===== config.mk =====
export PLATFORM = sky130hd
export DESIGN_NAME = spi_master_driver
export DESIGN_NICKNAME = d
export VERILOG_FILES = /design/src/rtl/spi_master_driver.sv
export SDC_FILE = /design/constraint.sdc
export NUM_CORES = 1
export LEC_CHECK = 0
export ABC_AREA = 1
export CORE_MARGIN = 4
export CORE_UTILIZATION = 48
export DETAILED_ROUTE_END_ITERATION = 6
export HOLD_SLACK_MARGIN = 0.05
export PLACE_DENSITY = 0.73
export SYNTH_ARGS = -nofsm -noshare
export SYNTH_HDL_FRONTEND = slang
export SYNTH_SLANG_ARGS = --single-unit

===== constraint.sdc =====
create_clock -name clk -period 2.1 [get_ports clk]
set_clock_uncertainty 0.2 [all_clocks]
set_input_delay 0.525 -clock clk [delete_from_list [all_inputs] [get_ports clk]]
set_output_delay 0.525 -clock clk [all_outputs]
set_load 0.1 [all_outputs]

===== src/rtl/spi_master_driver.sv =====
// Command-level SPI master: takes one RAM command per host handshake,
// frames it onto MOSI/SS_n and, for read-data commands, collects the
// 8-bit MISO reply and reports it on a one-cycle response strobe.
module spi_master_driver #(
   parameter int RD_WAIT  = 2,
   parameter int IDLE_GAP = 1
) (
   input  logic       clk,
   input  logic       rst_n,
   input  logic       cmd_valid,
   output logic       cmd_ready,
   input  logic [1:0] cmd_type,
   input  logic [7:0] cmd_data,
   output logic       rsp_valid,
   output logic [7:0] rsp_data,
   output logic       busy,
   output logic       MOSI,
   input  logic       MISO,
   output logic       SS_n
);

   typedef enum logic [2:0] {
      IDLE  = 3'd0,
      SEL   = 3'd1,
      SHIFT = 3'd2,
      WAIT  = 3'd3,
      RECV  = 3'd4,
      GAP   = 3'd5
   } state_t;

   // Counter reload values: each counter counts down to zero inclusive
   localparam logic [3:0] WAIT_LD = 4'(RD_WAIT - 1);
   localparam logic [3:0] GAP_LD  = 4'(IDLE_GAP - 1);

   state_t      state;
   logic [10:0] sreg;
   logic [3:0]  cnt;
   logic        rd;

   // Frame sequencer; every output is registered straight from this block
   always_ff @(posedge clk) begin
      if (!rst_n) begin
         state     <= IDLE;
         sreg      <= '0;
         cnt       <= '0;
         rd        <= 1'b0;
         cmd_ready <= 1'b0;
         busy      <= 1'b0;
         SS_n      <= 1'b1;
         MOSI      <= 1'b0;
         rsp_valid <= 1'b0;
         rsp_data  <= 8'h00;
      end else begin
         rsp_valid <= 1'b0;
         case (state)
            IDLE: begin
               if (cmd_valid && cmd_ready) begin
                  // rw select bit is cmd_type[1], sent ahead of the type field
                  sreg      <= {cmd_type[1], cmd_type, cmd_data};
                  rd        <= &cmd_type;
                  cmd_ready <= 1'b0;
                  busy      <= 1'b1;
                  SS_n      <= 1'b0;
                  MOSI      <= 1'b0;
                  state     <= SEL;
               end else begin
                  cmd_ready <= 1'b1;
               end
            end
            // Slave's command-check cycle has MOSI low; first bit goes out now
            SEL: begin
               MOSI  <= sreg[10];
               sreg  <= {sreg[9:0], 1'b0};
               cnt   <= 4'd10;
               state <= SHIFT;
            end
            SHIFT: begin
               if (cnt == 4'd0) begin
                  MOSI <= 1'b0;
                  if (rd) begin
                     cnt   <= WAIT_LD;
                     state <= WAIT;
                  end else begin
                     SS_n  <= 1'b1;
                     busy  <= 1'b0;
                     cnt   <= GAP_LD;
                     state <= GAP;
                  end
               end else begin
                  MOSI <= sreg[10];
                  sreg <= {sreg[9:0], 1'b0};
                  cnt  <= cnt - 4'd1;
               end
            end
            // Slave turnaround; MISO is not looked at here
            WAIT: begin
               if (cnt == 4'd0) begin
                  cnt   <= 4'd7;
                  state <= RECV;
               end else begin
                  cnt <= cnt - 4'd1;
               end
            end
            // Reply is shifted straight into rsp_data, MSB first
            RECV: begin
               rsp_data <= {rsp_data[6:0], MISO};
               if (cnt == 4'd0) begin
                  rsp_valid <= 1'b1;
                  SS_n      <= 1'b1;
                  busy      <= 1'b0;
                  cnt       <= GAP_LD;
                  state     <= GAP;
               end else begin
                  cnt <= cnt - 4'd1;
               end
            end
            GAP: begin
               if (cnt == 4'd0) begin
                  cmd_ready <= 1'b1;
                  state     <= IDLE;
               end else begin
                  cnt <= cnt - 4'd1;
               end
            end
            default: state <= IDLE;
         endcase
      end
   end

endmodule


==> summary.txt, run 1 <==
Critical path
  – Max incr delay on CP: 0.32 ns
  – CP required: 2.13 ns
  – Critical path, cell by cell: inv_1, ha_1, nand3_1, nor2_1, nor2_4, buf_4, o21ai_0, nor2_1
  – Crit Path Category: register to register
  – WP buf/inv: 2
  – Max FO, Critical Path: 5
  – Slowest cell on crit path: dfxtp_1
  – Critical path arrival: about 1.8 ns
  – Most frequent CP cell: nor2_1
  – Crit path max-delay family: simple AND/OR/NAND/NOR gates
  – Startpoint Class: register
  – Worst setup EP type: register

Power
  – Cell Pwr Density: 1570 nW/µm²
  – Peak supply drop: between 0.9 and 1 mV
  – P_leak: 0.994 nW
  – Total Power: 3.29 mW

Run status
  – Outcome: complete, no violations

Yosys
  – Ys Warns: 0
  – Synthesized instance count: 239
  – Post-Syn Area: ~1600 µm²
  – Unique masters post-synth: 24
  – Yosys reg bits: 32
  – Sequential share of the synthesized area: 40.4%
  – Syn_nets: 255
  – Syn_area_per_cell: 6.63 µm²

Layout
  – Multi-input logic area: 811 µm²
  – Most common cell after layout, fill and taps aside: nand2_1
  – Finished Cell Area: 2090 µm²
  – Register Area: around 640 µm²
  – Ant. Diodes: 0
  – Share of cells above drive strength 1: 14.8%
  – Highest-count cells in the layout ignoring fill and taps: nand2_1, nor2_1, dfxtp_1, o21ai_0, inv_1
  – P&R area growth vs syn: 32.0%
  – Filler cells: 295
  – Nets: 286

GRT
  – Overall routing resource usage: 17.3%
  – GRT Max-Usage Layer: met2
  – Initial antenna violation count: 0
  – First-pass GRT wire length: 5780 µm
  – GR Layer Usage met3: 5.81%
  – Total grt overflow: 0
  – Met2 usage: 26.4%
  – Vias in the first global route: 1,305
  – GR met1 Demand/Resource: 22.9%
  – Largest net degree at the start of global routing: 23

Detailed routing
  – Via count: about 1.5k
  – Detailed Routing Iterations Pass 1: 4
  – Wirelength per Cell: roughly 11 µm
  – DRT antenna net count: 0
  – Post-Route WL: 3340 µm
  – DRC: 0
  – Vias per inst: 4.72
  – Iter 0 DRT Violations: 80

Timing
  – FMAX: 552 MHz
  – Tmin final: 1.81 ns
  – RSZ-0062 raised after global routing: false
  – Final hold violation count: 0
  – Fin Setup TNS: 0 ns
  – Rel. slew slack: 76.2%
  – Tcrit/Tclk final: 86.3%
  – Final setup violation count: 0
  – Worst Tran Pin Value: ~0.36 ns
  – Slew Limit Fails: 0

CTS
  – Num CTS Buffers: 5
  – Sink Count: 32
  – CTS resizes: 0
  – H-tree levels: 2
  – Max Buffers Root-to-Sink: 2
  – Clock root buffer: clkbuf_4
  – Worst-Skew Late Latency: roughly 0.33 ns
  – Reg clk slew, reported paths: 0.10 ns
  – CTS tree: done
  – Number of post-CTS setup repair buffers: 0
  – CTS Hold Bufs: 0

Die
  – Die area: roughly 4300 µm²
  – Starting Density: 51.1%
  – Row count: 20
  – Die Wd: 65.5 µm
  – Die height: 65.5 µm
  – Ports: 27
  – CORE AREA: a little over 3000 µm²

Place
  – Placed cell area: 2020 µm²
  – Final GP Congestion: 0.851
  – DPL Wire Length: 2440 µm
  – IO Port Bufs: 26

Hold path
  – Min-Delay Path Class: register to register

Job
  – Number of max-cap violations: 0
==> registers in the layout, summed over array words and instances, names as in the netlist <==
register / count
rd: 1
rsp_valid: 1
busy: 1
cnt: 4
MOSI: 1
state: 3
cmd_ready: 1
SS_n: 1
sreg: 11
rsp_data: 8
==> final timing paths <==
check / from / endpoint / slack [ns] / cells after the start
min: cnt[0] / cnt[0] / 0.28 / 2
max reg2reg: cnt[0] / sreg[3] / 0.29 / 8
min reg2reg: cnt[0] / cnt[0] / 0.28 / 2
max: cnt[0] / sreg[3] / 0.29 / 8
==> tightest hold or removal path, cell delays in order, from the launching register on <==
cell and delay (ns):
dfxtp_1 0.32, nand2_1 0.06, a21oi_1 0.05
==> final cells by class <==
type,count,share of cell area (%)
clock buffers,6,1.97
repair buffers,31,20.4
flip-flops and latches,32,30.6
clock inverters,2,1.67
well taps,44,2.63
multi-input cells,178,38.7
inverters,22,3.95
==> stage by stage <==
stage	setup slack, ns	hold WS (ns)	instances	utilization (%)
3_3_place_gp	0.143	0.259	307	65.0
2_1_floorplan	0.0848	0.244	239	-
6_report	0.287	0.279	315	67.5
4_1_cts	0.270	0.285	315	67.5
3_5_place_dp	0.136	0.267	307	65.0
5_1_grt	0.0944	0.309	315	67.5
==> synth_stat cells (all sizes together) <==
cell	instances	share of area, %
nand2	70	17
nor2	57	15
dfxtp	32	40
o21ai	21	6.6
inv	20	4.7
nand3	10	3.8
a21oi	9	3.1
buf	5	2.8
o211ai	3	1.4
a211oi	2	0.95
clkbuf	2	0.47
clkinv	2	0.47
ha	2	1.6
a22oi	1	0.47
nor3	1	0.32
xnor2	1	0.55
xor2	1	0.55
==> layer usage <==
metal  up-vias  wire length, µm
met4         0               42
met1       626             1650
met2        43             1400
li1        813                -
met3         5              243
met5         -                0
==> kinds of logic (layout without fill, tap and decap cells) <==
family | Yosys count | after routing | synth area share (%)
flops | 32 | 32 | 40.4
buf+inv | 29 | 61 | 8.45
fa+ha+maj | 2 | 2 | 1.58
xor+xnor | 2 | 2 | 1.11
simple gates | 138 | 138 | 35.9
compound gates | 36 | 36 | 12.5
==> report_power, final <==
group,switching (mW),internal (mW)
Clock,0.208,0.249
Sequential,0.160,0.791
Combinational,1.23,0.657
Note: power is estimated with default switching activity, not from simulation.
==> run 2, diff against run 1 <==
Settings changed: ABC_CLOCK_PERIOD_IN_PS set to 2100.
==> results of run 2 <==
Final layout, timing and power as in run 1 (identical DEF).
